`config.mk`:
```
export PLATFORM = sky130hd
export DESIGN_NAME = mem_arbiter
export DESIGN_NICKNAME = d
export VERILOG_FILES = /design/src/rtl/cpu_pkg.sv /design/src/rtl/mem_arbiter.sv
export SDC_FILE = /design/constraint.sdc
export NUM_CORES = 1
export LEC_CHECK = 0
export BUFFER_PORTS_ARGS = -buffer_cell sky130_fd_sc_hd__buf_2
export CAP_MARGIN = 0
export CORE_UTILIZATION = 37
export CTS_BUF_LIST = sky130_fd_sc_hd__clkbuf_4 sky130_fd_sc_hd__clkbuf_8
export DETAILED_ROUTE_END_ITERATION = 6
export GPL_ROUTABILITY_DRIVEN = 1
export HOLD_SLACK_MARGIN = 0.12
export PLACE_DENSITY_LB_ADDON = 0.08
export SKIP_LAST_GASP = 1
export SLEW_MARGIN = 25
export SYNTH_ARGS = -nofsm -noshare
export SYNTH_HDL_FRONTEND = slang
export SYNTH_SLANG_ARGS = --single-unit
```
`constraint.sdc`:
```
create_clock -name clk -period 3.15 [get_ports clk]
set_input_delay 0.63 -clock clk [delete_from_list [all_inputs] [get_ports clk]]
set_output_delay 0.63 -clock clk [all_outputs]
set_load 0.1 [all_outputs]
```
`src/rtl/cpu_pkg.sv`:
```
// Shared types and constants for the cpu memory path.
package cpu_pkg;

  typedef enum logic [1:0] {
    IDLE = 2'd0,
    BUSY = 2'd1,
    RESP = 2'd2
  } state_t;

  // Grant encoding: which requester owns the memory port.
  localparam logic GNT_F = 1'b0;
  localparam logic GNT_D = 1'b1;

  // Memory direction.
  localparam logic RW_READ  = 1'b0;
  localparam logic RW_WRITE = 1'b1;

endpackage

```
`src/rtl/mem_arbiter.sv`:
```
// Round-robin arbiter sharing one memory port between fetch (F) and the
// data stage (D). One outstanding access, watchdog timeout with error return.
module mem_arbiter
  import cpu_pkg::*;
#(
  parameter int unsigned ADDR_W  = 32,
  parameter int unsigned DATA_W  = 32,
  parameter int unsigned TIMEOUT = 255
) (
  input  logic              clk,
  input  logic              reset,
  input  logic              triggerInF,
  input  logic [ADDR_W-1:0] addrInF,
  output logic [DATA_W-1:0] dataOutF,
  output logic              readyOutF,
  output logic              errOutF,
  input  logic              triggerInD,
  input  logic              rwInD,
  input  logic [ADDR_W-1:0] addrInD,
  input  logic [DATA_W-1:0] dataInD,
  output logic [DATA_W-1:0] dataOutD,
  output logic              readyOutD,
  output logic              errOutD,
  output logic              triggerOutM,
  output logic              rwOutM,
  output logic [ADDR_W-1:0] addrOutM,
  output logic [DATA_W-1:0] dataOutM,
  input  logic [DATA_W-1:0] dataInM,
  input  logic              readyInM
);

  localparam int unsigned CW = (TIMEOUT == 0) ? 1 : $clog2(TIMEOUT + 1);
  localparam bit WD_EN = (TIMEOUT != 0);
  localparam logic [CW-1:0] CNT_LAST = CW'(TIMEOUT - 1);

  state_t            state_q;
  logic              last_q;
  logic              gnt_q;
  logic              gnt_d;
  logic [CW-1:0]     cnt_q;

  logic              trigM_q;
  logic              rwM_q;
  logic [ADDR_W-1:0] addrM_q;
  logic [DATA_W-1:0] dataM_q;
  logic [DATA_W-1:0] dataF_q;
  logic [DATA_W-1:0] dataD_q;
  logic              rdyF_q;
  logic              rdyD_q;
  logic              errF_q;
  logic              errD_q;

  // Pick the winner among the active triggers; a tie goes to the port
  // that was not granted last.
  always_comb begin
    gnt_d = GNT_F;
    if (triggerInF && triggerInD) begin
      gnt_d = ~last_q;
    end else if (triggerInD) begin
      gnt_d = GNT_D;
    end
  end

  // Arbitration FSM with registered outputs and inline watchdog counter.
  always_ff @(posedge clk) begin
    if (reset) begin
      state_q <= IDLE;
      last_q  <= GNT_F;
      gnt_q   <= GNT_F;
      cnt_q   <= '0;
      trigM_q <= 1'b0;
      rwM_q   <= RW_READ;
      addrM_q <= '0;
      dataM_q <= '0;
      dataF_q <= '0;
      dataD_q <= '0;
      rdyF_q  <= 1'b0;
      rdyD_q  <= 1'b0;
      errF_q  <= 1'b0;
      errD_q  <= 1'b0;
    end else begin
      unique case (state_q)
        IDLE: begin
          if (triggerInF || triggerInD) begin
            gnt_q   <= gnt_d;
            last_q  <= gnt_d;
            cnt_q   <= '0;
            trigM_q <= 1'b1;
            if (gnt_d == GNT_D) begin
              rwM_q   <= rwInD;
              addrM_q <= addrInD;
              dataM_q <= dataInD;
            end else begin
              rwM_q   <= RW_READ;
              addrM_q <= addrInF;
              dataM_q <= '0;
            end
            state_q <= BUSY;
          end
        end
        BUSY: begin
          cnt_q <= cnt_q + CW'(1);
          // readyInM is checked first so it beats a coincident timeout.
          if (readyInM) begin
            trigM_q <= 1'b0;
            if (gnt_q == GNT_D) begin
              dataD_q <= dataInM;
              rdyD_q  <= 1'b1;
              errD_q  <= 1'b0;
            end else begin
              dataF_q <= dataInM;
              rdyF_q  <= 1'b1;
              errF_q  <= 1'b0;
            end
            state_q <= RESP;
          end else if (WD_EN && (cnt_q == CNT_LAST)) begin
            trigM_q <= 1'b0;
            if (gnt_q == GNT_D) begin
              dataD_q <= '0;
              rdyD_q  <= 1'b1;
              errD_q  <= 1'b1;
            end else begin
              dataF_q <= '0;
              rdyF_q  <= 1'b1;
              errF_q  <= 1'b1;
            end
            state_q <= RESP;
          end
        end
        RESP: begin
          rdyF_q  <= 1'b0;
          rdyD_q  <= 1'b0;
          errF_q  <= 1'b0;
          errD_q  <= 1'b0;
          state_q <= IDLE;
        end
        default: state_q <= IDLE;
      endcase
    end
  end

  assign triggerOutM = trigM_q;
  assign rwOutM      = rwM_q;
  assign addrOutM    = addrM_q;
  assign dataOutM    = dataM_q;
  assign dataOutF    = dataF_q;
  assign readyOutF   = rdyF_q;
  assign errOutF     = errF_q;
  assign dataOutD    = dataD_q;
  assign readyOutD   = rdyD_q;
  assign errOutD     = errD_q;

endmodule
```
# After elaboration in Yosys (flattened, before gate mapping)
# Cells that the tools add are included.
# classes
n_addsub,1
eq_ne,7
mux,41
n_bitwise,1
reduce_logical,15
# op_table
operator,n
2-to-1 mux 32 bit,10
2-to-1 mux 1 bit,20
case mux 8 bit (2 select lines),1
AND reduction 3 bit,5
case mux 1 bit (2 select lines),5
"adder 8 x 1 -> 8 bit, second input constant",1
"== test 8 bit, second input constant",1
2-to-1 mux 8 bit,1
AND reduction 2 bit,4
2-to-1 mux 2 bit,3
"inequality test 2 bit, second input constant",3
nonzero test 2 bit,3
case mux 2 bit (2 select lines),1
"inequality test 3 bit, second input constant",1
"== test 2 x 1 -> 1 bit, second input constant",1
"== test 2 bit, second input constant",1
logical NOT 2 bit,1
logical AND 1 bit,1
logical OR 1 bit,1
NOT 1 bit,1
# totals
register_bits,145
inputBits,134
out_inout_bits,134
elab_cells,78

# Logic depth before layout (Yosys ltp)
# logic_depth
ltp_word,4
depth_mapped,7
depth_no_buf,6

# Worst setup path before layout
# No wires, ideal clock.
# synth_timing
kind,register to register
start,register state_q[0]
end,register cnt_q[7]
setup_ns,0.071
t_arrival_ns,1.629
t_required_ns,3.079
path_slack_ns,1.450
path_stages_with_launch,7
path_buffers,0
synth_period_minus_slack_ns,1.700
path_cell_list,dfxtp_1 > inv_1 > ha_1 > nor3b_1 > or3_4 > or3_1 > a21oi_1
# synth_between
elab_chain_cells,3
word_cells_on_any_way,6
classes_between,eq/ne (2); mux (1); reduce/logical (3)
# synth_rtl
item,line,text
start: declaration,mem_arbiter.sv:36,state_t state_q;
start signal: assignment,mem_arbiter.sv:67,state_q <= IDLE;
start signal: assignment,mem_arbiter.sv:98,state_q <= BUSY;
start signal: assignment,mem_arbiter.sv:115,state_q <= RESP;
== test 2 x 1 -> 1 bit or logical NOT 2 bit (tied branches),mem_arbiter.sv:82,unique case (state_q)
nonzero test 2 bit (no source line) or inequality test 2 bit (tied branches),--,
AND reduction 2 bit (no source line),--,
end signal: assignment,mem_arbiter.sv:102,cnt_q <= cnt_q + CW'(1);
end: declaration,mem_arbiter.sv:40,logic [CW-1:0] cnt_q;
# Parallel ways exist; a longest one is shown, timed or not.
# A chain may end at the register's enable or synchronous reset.

# Worst setup path after layout
# layout_timing
start,register state_q[1]
end,register cnt_q[7]
# The elaborated chain is that of the path after synthesis.

==> flow_summary.json <==
{
  "grt_pass1_vias": 4576,
  "gr-total-overflow": 0,
  "drc": 0,
  "hold_class": "input pin to register",
  "boundaryPins": 268,
  "tns_ns": 0,
  "cts_sinks": 145,
  "synth_largest_area_cell": "dfxtp_1",
  "syn-cell-area_um2": 5340,
  "yosysWarningCount": 0,
  "vias": 4893,
  "num_antenna_cells": 0,
  "finalHoldViolCount": 0,
  "post_cts_resized": 0,
  "grt_max_degree": 67,
  "die-area_um2": 14900,
  "cts_setup_buffers": 0,
  "p_leak_nw": 3.35,
  "numCtsBuffers": 17,
  "avgViaCountPerCell": 5.17,
  "portBuffers": 267,
  "antenna_found_initial": 0,
  "yosysSeqAreaShare_pct": 54.4,
  "post-route-util_pct": 51.5,
  "fmax_ghz": 0.502,
  "design_area_um2": 7200,
  "cp_top_family": "simple AND/OR/NAND/NOR gates",
  "cts-root-buf": "clkbuf_8",
  "final_cell_count_no_fill": 947,
  "clk_latency_ns": 0.44,
  "grt_first_pass_wirelength_um": 22100,
  "firstDrtPassIters": 5,
  "dominantRegCellSynth": "dfxtp_1",
  "drive_gt1_share_pct": 42.0,
  "synth_cells": 505,
  "wl_per_cell_um": 15.1,
  "powerDensity_nw_per_um2": 705,
  "place_hpwl_um": 10100,
  "antenna_left": 0,
  "cts_max_path_buffers": 2,
  "drv_slew": 0,
  "synth_edf_count": 0,
  "setup_slack_ns": 1.16,
  "finalNetCount": 893,
  "ir_drop_mv": 0.311,
  "yosys.cell_count.top_type": "dfxtp_1",
  "synth_commonest_cells": "dfxtp_1, nor2_1, a32o_1",
  "placedCellCount": 915,
  "required_ns": 3.52,
  "synthTopCellsByArea": "dfxtp_1, a32o_1, mux2i_1",
  "min_period_ns": 1.99,
  "synth.distinct_cells": 42,
  "start_util_pct": 38.1,
  "mappedNetlistNets": 644,
  "core_um2": 14000,
  "slew_headroom_pct": 49.3,
  "place_area_um2": 6820,
  "cp-end-kind": "register",
  "drt_wl_total_um": 14300,
  "fin_crit_sh_pct": 63.2,
  "synth_seq_cells": 145,
  "drt_iter0_drc": 330,
  "critPathMaxStageDelay_ns": 0.45,
  "pre_cts_ws_ns": 1.11,
  "rsz0062_at_grt": "no",
  "cp_slowest_cell": "ha_1",
  "setup_viol": 0,
  "rows": 43,
  "die_w_um": 122,
  "die_h_um": 122,
  "finalWeightedCongestion": 0.759,
  "path_cells": "inv_1 -> ha_1 -> o21ai_1 -> or3_4 -> or3_1 -> a21oi_1",
  "htreeDepth": 4,
  "track_usage_pct": 19.1,
  "fin_worst_skew_ns": 0.00828,
  "cts_hold_buf": 0,
  "synth_top_area_share_pct": 54.4,
  "critPathMaxFanout": 15,
  "worst_pin_slew_ns": 0.761,
  "critical_path_buf_inv_count": 1,
  "clkTransAtPathRegs_ns": 0.08,
  "avgSynthCellArea_um2": 10.6,
  "cap_violations": 0,
  "cp.arrival_ns": 2.36,
  "async_flop_share_pct": 0,
  "cts_tree": "done",
  "cp-start-kind": "register",
  "outcome": "finished, final reports clean",
  "crit_type": "register to register",
  "areaGrowthSynthToFinish_pct": 34.9
}
-- registers in the layout, summed over array words and instances, names as in the netlist --
| register | flops |
|---|---|
| rwOutM | 1 |
| state_q | 2 |
| errOutF | 1 |
| addrOutM | 32 |
| errOutD | 1 |
| readyOutD | 1 |
| gnt_q | 1 |
| dataOutM | 32 |
| triggerOutM | 1 |
| dataOutD | 32 |
| dataOutF | 32 |
| cnt_q | 8 |
| readyOutF | 1 |
-- worst reg2reg max path, cell delays in order, from the launching register on --
cell	delay, ns
dfxtp_1	0.33
inv_1	0.08
ha_1	0.45
o21ai_1	0.21
or3_4	0.41
or3_1	0.31
a21oi_1	0.14
-- final cells by class --
| type | count | area [um2] |
|---|---|---|
| well taps | 180 | 225 |
| fillers | 1364 | 6790 |
| multi-input cells | 307 | 2240 |
| inverters | 5 | 18.8 |
| clock buffers | 18 | 248 |
| repair buffers | 278 | 1430 |
| clock inverters | 14 | 131 |
| flip-flops and latches | 145 | 2900 |
-- metal layers --
layer	part of all wire, %	track usage, %	vias up	wire length [um]
met4	1.3	5.64	0	185
met1	41	21.8	2296	5810
met2	51	33.4	167	7240
met3	7.4	6.51	19	1060
met5	0	0	-	0
li1	-	-	2411	-
-- cell families after synthesis --
logic type | after synthesis | share of synthesized area, %
AND/OR/NAND/NOR | 110 | 8.87
AO/OA/AOI/OAI | 154 | 24.3
flip-flops | 145 | 54.4
multiplexers | 33 | 6.21
buffers and inverters | 53 | 4.22
adder cells (fa/ha/maj) | 5 | 1.17
XOR/XNOR | 5 | 0.821
-- layout by cell type (no fill, tap or decap), drive strengths merged, types with 2 or more instances in the layout --
master    netlist  routed
nand4           2       2
dfxtp         145     145
xnor2           2       2
o21ai           7       7
a21oi           4       4
inv             5       9
or3             3       3
nor2           80      80
a211oi         32      32
nand3           3       3
buf            20     278
a311oi          2       2
xor2            3       3
clkbuf         28      18
ha              5       5
nand2          12      12
a31oi           4       4
clkinv          0       5
a32o           66      66
mux2i          32      32
clkinvlp        0       4
a22oi          33      33
-- power breakdown --
| part | internal (W) | switching (W) |
|---|---|---|
| registers | 0.00197 | 0.0000696 |
| clock network | 0.000654 | 0.000725 |
| logic | 0.000323 | 0.00133 |
-- final timing paths --
kind / start / cells after the start / end / slack [ns]
hold reg to reg: dataOutD[13] / 1 / dataOutD[13] / 0.46
hold / removal: dataInD[29] / 3 / dataOutM[29] / 0.43
setup reg to reg: state_q[1] / 6 / cnt_q[7] / 1.16
setup / recovery: state_q[1] / 6 / cnt_q[7] / 1.16
-- stage by stage --
stage          total power, W  hold WS, ns
2_1_floorplan         0.00342        0.458
3_3_place_gp          0.00373        0.444
3_5_place_dp          0.00374        0.449
4_1_cts               0.00513        0.402
5_1_grt               0.00531        0.402
6_report              0.00507        0.432
(Power assumes the default switching activity.)
